### src/rtl/ls_unit_pkg.sv
// Shared LS definitions: instruction pack, function/size encodings, FSM state codes
// and the store-data lane placement helper used by ls_unit.
package ls_unit_pkg;

  localparam int XLEN        = 32;
  localparam int ROB_TAG_LEN = 6;

  typedef enum logic [1:0] {
    LS_LOAD  = 2'b00,
    LS_LOADU = 2'b01,
    LS_STORE = 2'b10
  } ls_func_t;

  typedef enum logic [1:0] {
    MEM_BYTE = 2'b00,
    MEM_HALF = 2'b01,
    MEM_WORD = 2'b10
  } mem_size_t;

  typedef struct packed {
    logic [31:0]            insn;
    logic                   read_write;  // 1 = load, 0 = store
    logic [XLEN-1:0]        value_src1;
    logic [XLEN-1:0]        value_src2;
    logic [XLEN-1:0]        imm;
    logic [ROB_TAG_LEN-1:0] insn_tag;
    ls_func_t               func;
    mem_size_t              mem_size;
  } LS_UNIT_PACK;

  localparam logic [2:0] S_IDLE     = 3'd0;
  localparam logic [2:0] S_REQ      = 3'd1;
  localparam logic [2:0] S_WAIT     = 3'd2;
  localparam logic [2:0] S_COMPLETE = 3'd3;
  localparam logic [2:0] S_DRAIN    = 3'd4;

  // Replicate the low bytes across every lane so any byte-enable scheme finds them.
  function automatic logic [XLEN-1:0] place_wdata(input logic [XLEN-1:0] d, input mem_size_t sz);
    case (sz)
      MEM_BYTE: return {(XLEN/8){d[7:0]}};
      MEM_HALF: return {(XLEN/16){d[15:0]}};
      default:  return d;
    endcase
  endfunction

endpackage

### src/rtl/ls_load_align.sv
// ls_load_align: sign/zero extension of a right-justified load response.
module ls_load_align
  import ls_unit_pkg::*;
(
  input  logic [XLEN-1:0] i_data,
  input  logic [1:0]      i_addr_lo,
  input  mem_size_t       i_size,
  input  logic            i_unsigned,
  output logic [XLEN-1:0] o_result
);

  logic w_unused;

  // Memory returns the addressed bytes right-justified, so the offset is not needed here.
  assign w_unused = ^i_addr_lo;

  // Extend byte/half results; words pass through.
  always_comb begin
    o_result = i_data;
    case (i_size)
      MEM_BYTE: begin
        if (i_unsigned) o_result = {{(XLEN-8){1'b0}}, i_data[7:0]};
        else            o_result = {{(XLEN-8){i_data[7]}}, i_data[7:0]};
      end
      MEM_HALF: begin
        if (i_unsigned) o_result = {{(XLEN-16){1'b0}}, i_data[15:0]};
        else            o_result = {{(XLEN-16){i_data[15]}}, i_data[15:0]};
      end
      default: o_result = i_data;
    endcase
  end

endmodule

### src/rtl/ls_unit.sv
// ls_unit: single-outstanding load/store unit between the LS queue and memory.
// Optional feature: define LS_UNIT_MISALIGN_CHECK_EN to trap misaligned half/word accesses (adds port misalign).
module ls_unit
  import ls_unit_pkg::*;
(
  input  logic                   clk,
  input  logic                   reset,
  input  logic                   flush,
  input  logic                   start,
  input  LS_UNIT_PACK            insn_in,
  output logic                   mem_req_valid,
  input  logic                   mem_req_ready,
  output logic                   mem_req_write,
  output logic [XLEN-1:0]        mem_req_addr,
  output logic [XLEN-1:0]        mem_req_wdata,
  output logic [1:0]             mem_req_size,
  input  logic                   mem_resp_valid,
  input  logic [XLEN-1:0]        mem_resp_data,
  output logic                   done,
  output logic                   cdb_valid,
  output logic [ROB_TAG_LEN-1:0] cdb_tag,
  output logic [XLEN-1:0]        cdb_value,
  output logic                   busy
`ifdef LS_UNIT_MISALIGN_CHECK_EN
  ,
  output logic                   misalign
`endif
);

  logic [2:0]             r_state;
  logic [2:0]             w_next;
  logic [XLEN-1:0]        r_addr;
  logic [XLEN-1:0]        r_wdata;
  logic [XLEN-1:0]        r_result;
  mem_size_t              r_size;
  logic                   r_write;
  logic                   r_load;
  logic                   r_unsigned;
  logic                   r_squash;
  logic                   r_misalign;
  logic [ROB_TAG_LEN-1:0] r_tag;
  logic [XLEN-1:0]        w_addr;
  logic [XLEN-1:0]        w_load_data;
  logic                   w_accept;
  logic                   w_misalign;
  logic                   w_complete;
  logic                   w_unused;

  assign w_addr     = insn_in.value_src1 + insn_in.imm;
  // A flush in IDLE also squashes a start offered in the same cycle.
  assign w_accept   = (r_state == S_IDLE) && start && !flush;
  assign w_complete = (r_state == S_COMPLETE) && !flush;
  assign w_unused   = ^insn_in.insn;

`ifdef LS_UNIT_MISALIGN_CHECK_EN
  assign w_misalign = ((insn_in.mem_size == MEM_HALF) && w_addr[0]) ||
                      ((insn_in.mem_size == MEM_WORD) && (w_addr[1:0] != 2'b00));
  assign misalign   = w_complete && r_misalign;
`else
  assign w_misalign = 1'b0;
`endif

  ls_load_align u_align (
    .i_data     (mem_resp_data),
    .i_addr_lo  (r_addr[1:0]),
    .i_size     (r_size),
    .i_unsigned (r_unsigned),
    .o_result   (w_load_data)
  );

  // Next-state selection.
  always_comb begin
    w_next = r_state;
    case (r_state)
      S_IDLE: begin
        if (w_accept) w_next = S_REQ;
        else          w_next = S_IDLE;
      end
      S_REQ: begin
        if (r_misalign)                 w_next = (flush || r_squash) ? S_IDLE : S_COMPLETE;
        else if (r_load && flush)       w_next = S_IDLE;
        else if (mem_req_ready)         w_next = r_load ? S_WAIT : ((flush || r_squash) ? S_IDLE : S_COMPLETE);
        else                            w_next = S_REQ;
      end
      S_WAIT: begin
        // A response coinciding with the flush is itself the one being discarded.
        if (flush && mem_resp_valid) w_next = S_IDLE;
        else if (flush)              w_next = S_DRAIN;
        else if (mem_resp_valid)     w_next = S_COMPLETE;
        else                         w_next = S_WAIT;
      end
      S_COMPLETE: w_next = S_IDLE;
      S_DRAIN: begin
        if (mem_resp_valid) w_next = S_IDLE;
        else                w_next = S_DRAIN;
      end
      default: w_next = S_IDLE;
    endcase
  end

  // State and transaction registers.
  always_ff @(posedge clk) begin
    if (reset) begin
      r_state    <= S_IDLE;
      r_addr     <= {XLEN{1'b0}};
      r_wdata    <= {XLEN{1'b0}};
      r_result   <= {XLEN{1'b0}};
      r_size     <= MEM_BYTE;
      r_write    <= 1'b0;
      r_load     <= 1'b0;
      r_unsigned <= 1'b0;
      r_squash   <= 1'b0;
      r_misalign <= 1'b0;
      r_tag      <= {ROB_TAG_LEN{1'b0}};
    end else begin
      r_state <= w_next;
      if (w_accept) begin
        r_addr     <= w_addr;
        r_wdata    <= place_wdata(insn_in.value_src2, insn_in.mem_size);
        r_size     <= insn_in.mem_size;
        r_write    <= ~insn_in.read_write;
        r_load     <= insn_in.read_write;
        r_unsigned <= (insn_in.func == LS_LOADU);
        r_tag      <= insn_in.insn_tag;
        r_misalign <= w_misalign;
        r_squash   <= 1'b0;
      end
      // A squashed store still owes memory its handshake; remember not to retire it.
      if ((r_state == S_REQ) && flush) r_squash <= 1'b1;
      if ((r_state == S_WAIT) && mem_resp_valid && !flush) r_result <= w_load_data;
    end
  end

  assign mem_req_valid = (r_state == S_REQ) && !r_misalign;
  assign mem_req_write = r_write;
  assign mem_req_addr  = r_addr;
  assign mem_req_wdata = r_wdata;
  assign mem_req_size  = r_size;
  assign done          = w_complete;
  assign cdb_valid     = w_complete && r_load && !r_misalign;
  assign cdb_tag       = cdb_valid ? r_tag : {ROB_TAG_LEN{1'b0}};
  assign cdb_value     = cdb_valid ? r_result : {XLEN{1'b0}};
  assign busy          = (r_state != S_IDLE);

endmodule

### config.mk
export PLATFORM = sky130hd
export DESIGN_NAME = ls_unit
export DESIGN_NICKNAME = d
export VERILOG_FILES = /design/src/rtl/ls_unit_pkg.sv /design/src/rtl/ls_load_align.sv /design/src/rtl/ls_unit.sv
export SDC_FILE = /design/constraint.sdc
export NUM_CORES = 1
export LEC_CHECK = 0
export CORE_MARGIN = 2
export CORE_UTILIZATION = 40
export CTS_CLUSTER_DIAMETER = 120
export DETAILED_ROUTE_END_ITERATION = 8
export HOLD_SLACK_MARGIN = 0.06
export PLACE_DENSITY_LB_ADDON = 0.15
export SLEW_MARGIN = 30
export SYNTH_ARGS = -nofsm -noshare
export SYNTH_HDL_FRONTEND = slang
export SYNTH_SLANG_ARGS = --single-unit
### constraint.sdc
create_clock -name clk -period 5.09 [get_ports clk]
set_clock_uncertainty 0.2 [all_clocks]
set_input_delay 1.018 -clock clk [delete_from_list [all_inputs] [get_ports clk]]
set_output_delay 1.018 -clock clk [all_outputs]
set_load 0.03 [all_outputs]
==> reports/results.txt <==
The first global-routing pass estimated 30500 um of wire. For this design the static power due to leakage is 3.68 nW. The tools report the buffer cell driving the clock tree root as sky130_fd_sc_hd__clkbuf_16. The worst max-slew margin expressed relative to the limit was 0.481; the synthesis-to-finish area growth was 47.4%. The aggregate global-route resource usage is 0.228, and the final max-slew violation count is 0.

The proportion of synthesized flip-flops having asynchronous set or reset is 0, and the overall overflow remaining after global route is 0. After detailed placement, the total cell area comes to 8890 um2. Summed over all instances, the cell type with the most area after synthesis is sky130_fd_sc_hd__dfxtp_1. The clock insertion delay at the later pin of the skew report is 350 ps, and the number of buffers on the longest clock path is 2. The H-tree was split into 3 levels. The tools report the via count of the first global-routing pass as 6089. Data required time at the worst endpoint: 3870 ps. Setup repair after global routing left no endpoint under its margin. In the synthesized netlist, the number of instances is 815. The logs give 0.355 for the sequential share of the synthesized area and 3270 ps for the critical path arrival. Counting I/O delays and the setup requirement, the final critical path takes 4490 ps. The run finished with clean final reports. The number of hold buffers added after CTS was 0. The first routing iteration left 347 violations. Entering global routing, the biggest net connects 87 pins. The min-delay analysis places its worst path in the category reg2reg.

Final hold analysis gives a worst-case slack of 253 ps. The run gives 19100 um as the detailed-route wire length. The worst setup path is captured at a primary output. The die covers 16700 um2. The total count of hold-check failures in the final report was 0; the number of filler instances in the final layout was 1412. In this run the cell area of the synthesized design comes to 6270 um2. The floorplan step defined a core boundary enclosing 15300 um2. CTS saw 111 sinks.

For this design the ratio of total power to cell area is 258 nW/um2. The run gives 0 as the count of instances resized after the clock tree is built. The type of element launching the critical path was a primary input. Detailed placement ended at an HPWL of 13700 um. At the pin with the least slew margin, the transition time is 776 ps. The number of enable-type register cells in the synthesized netlist works out to 0. For the maximum clock frequency, the log shows 223 MHz. Counting distinct cell types in the post-synthesis netlist gives 64. The count of port buffers added during placement was 253; the number of maximum-capacitance violations was 0.

The portion of synthesized cell area occupied by the leading cell type is 0.355, and the number of nets in the layout is 1237. The ratio of routed vias to standard cells was 5.22; the number of cell rows was 45. The share of final-layout standard cells stronger than drive strength 1 came out at 0.0416. By count the netlist is led by sky130_fd_sc_hd__nand2_1, sky130_fd_sc_hd__dfxtp_1, sky130_fd_sc_hd__a21oi_1. The commonest register cell after synthesis is sky130_fd_sc_hd__dfxtp_1. For this run, the detailed router's first-pass iteration total came to 5. The initial antenna violation count is 0, and the number of synthesized register bits is 111.

Setup violations remaining at the end of the flow were counted as 0. The logs give 9240 um2 for the final cell area excluding filler cells and 6492 for the via count. For this run, design rule violations remaining after detail routing come to 0. The number of nets with antenna violations after detailed routing is 0.

In the final timing run, aggregate negative setup slack is 0 ps. After synthesis, the mean cell area works out to 7.69 um2. The post-CTS clock slew at the launch and capture registers of the worst setup and hold paths works out to 70 ps. The dominant cell by count in the synthesized netlist is sky130_fd_sc_hd__nand2_1. The peak supply drop was 0.184 mV.

The number of buffers created by CTS is 9. The net count of the mapped netlist is 1024. Ranked by total cell area, the synthesized netlist is headed by sky130_fd_sc_hd__dfxtp_1, sky130_fd_sc_hd__nand2_1, sky130_fd_sc_hd__a21oi_1. TritonCTS built the clock tree. After clock tree synthesis, the setup repair step added 0 buffers. The congestion estimate from routability-driven global placement came to 0.825.

The run gives 0 as the yosys synthesis warning count. The number of diodes was 0. By startpoint and endpoint, the worst setup path is classified as in2out. The final period utilization was 0.883. Along the worst path, the maximum fanout reaches 39.

After detailed routing, the average wire length per cell comes to 15.3 um. The horizontal extent of the die was 129 um. For the effective utilization at floorplan, the log shows 0.411.

The top-level I/O count came out at 286. The die is 129 um tall.
[layout make-up]
| type | instances | area, um2 | share of cell area |
|---|---|---|---|
| Inverter | 6 | 22.5 | 0.00244 |
| Multi-Input combinational cell | 638 | 3770 | 0.408 |
| Sequential cell | 111 | 2220 | 0.241 |
| Timing Repair Buffer | 262 | 2610 | 0.283 |
| Clock inverter | 7 | 119 | 0.0129 |
| Clock buffer | 9 | 225 | 0.0244 |
| Tap cell | 211 | 264 | 0.0286 |
[per-layer routing]
metal	GRT usage	up-vias	routed length (um)
met5	0	-	0
met4	0.0812	0	425
met3	0.0471	25	1280
met2	0.370	214	8740
met1	0.302	2938	8630
li1	-	3315	-
[worst max-delay path, stage by stage]
cell	delay, ps
sky130_fd_sc_hd__clkdlybuf4s50_1	490
sky130_fd_sc_hd__nor2_1	270
sky130_fd_sc_hd__and3_1	240
sky130_fd_sc_hd__buf_4	320
sky130_fd_sc_hd__and3_1	210
sky130_fd_sc_hd__clkdlybuf4s50_1	710
[stage by stage]
stage	power [mW]	setup slack [ps]	utilization	cells
detailed placement	1.58	604	0.583	1228
floorplan	1.32	1600	-	815
finish	2.38	598	0.605	1244
CTS	2.41	594	0.605	1244
global placement	1.58	622	0.583	1228
global route	2.50	448	0.605	1244
[cells by family after synthesis]
group	Yosys count	synth area share
simple gates	326	0.242
compound gates	240	0.235
flops	111	0.355
buf+inv	66	0.0435
fa+ha+maj	32	0.0651
xor+xnor	21	0.0294
mux	19	0.0306
[final timing paths]
path	start	to	slack, ps	depth (start not counted)
setup / recovery	flush	cdb_value[15]	600	6
hold / removal	mem_req_addr[26]	mem_req_addr[26]	250	2
setup reg to reg	r_state[2]	mem_req_wdata[14]	2770	5
hold reg to reg	mem_req_addr[26]	mem_req_addr[26]	250	2
[state kept, by name, indices dropped and copies added, names as in the netlist, 2 cells and up]
signal and cells:
mem_req_addr 32, mem_req_size 2, r_state 3, r_tag 6, r_result 32, mem_req_wdata 32
[where the power goes]
part           switching [mW]  leakage, nW  internal [mW]
Combinational           0.329         2.61          0.295
Sequential             0.0247        0.904          0.910
Clock                   0.342        0.162          0.483
[layout by cell type (no fill, tap or decap), types with 6 or more instances in the layout]
cell / synthesis / layout
sky130_fd_sc_hd__a211oi_1: 17 / 17
sky130_fd_sc_hd__a21o_1: 14 / 14
sky130_fd_sc_hd__a21oi_1: 99 / 99
sky130_fd_sc_hd__a311oi_1: 8 / 8
sky130_fd_sc_hd__and3_1: 44 / 43
sky130_fd_sc_hd__buf_4: 0 / 8
sky130_fd_sc_hd__clkbuf_16: 0 / 9
sky130_fd_sc_hd__clkdlybuf4s50_1: 0 / 252
sky130_fd_sc_hd__dfxtp_1: 111 / 111
sky130_fd_sc_hd__ha_1: 31 / 31
sky130_fd_sc_hd__inv_1: 6 / 6
sky130_fd_sc_hd__mux2i_1: 18 / 18
sky130_fd_sc_hd__nand2_1: 146 / 146
sky130_fd_sc_hd__nand2b_1: 7 / 7
sky130_fd_sc_hd__nand3_1: 13 / 13
sky130_fd_sc_hd__nor2_1: 67 / 67
sky130_fd_sc_hd__nor3_1: 13 / 13
sky130_fd_sc_hd__o21ai_0: 53 / 53
sky130_fd_sc_hd__xnor2_1: 11 / 11
sky130_fd_sc_hd__xor2_1: 10 / 10
(Power assumes the default switching activity.)
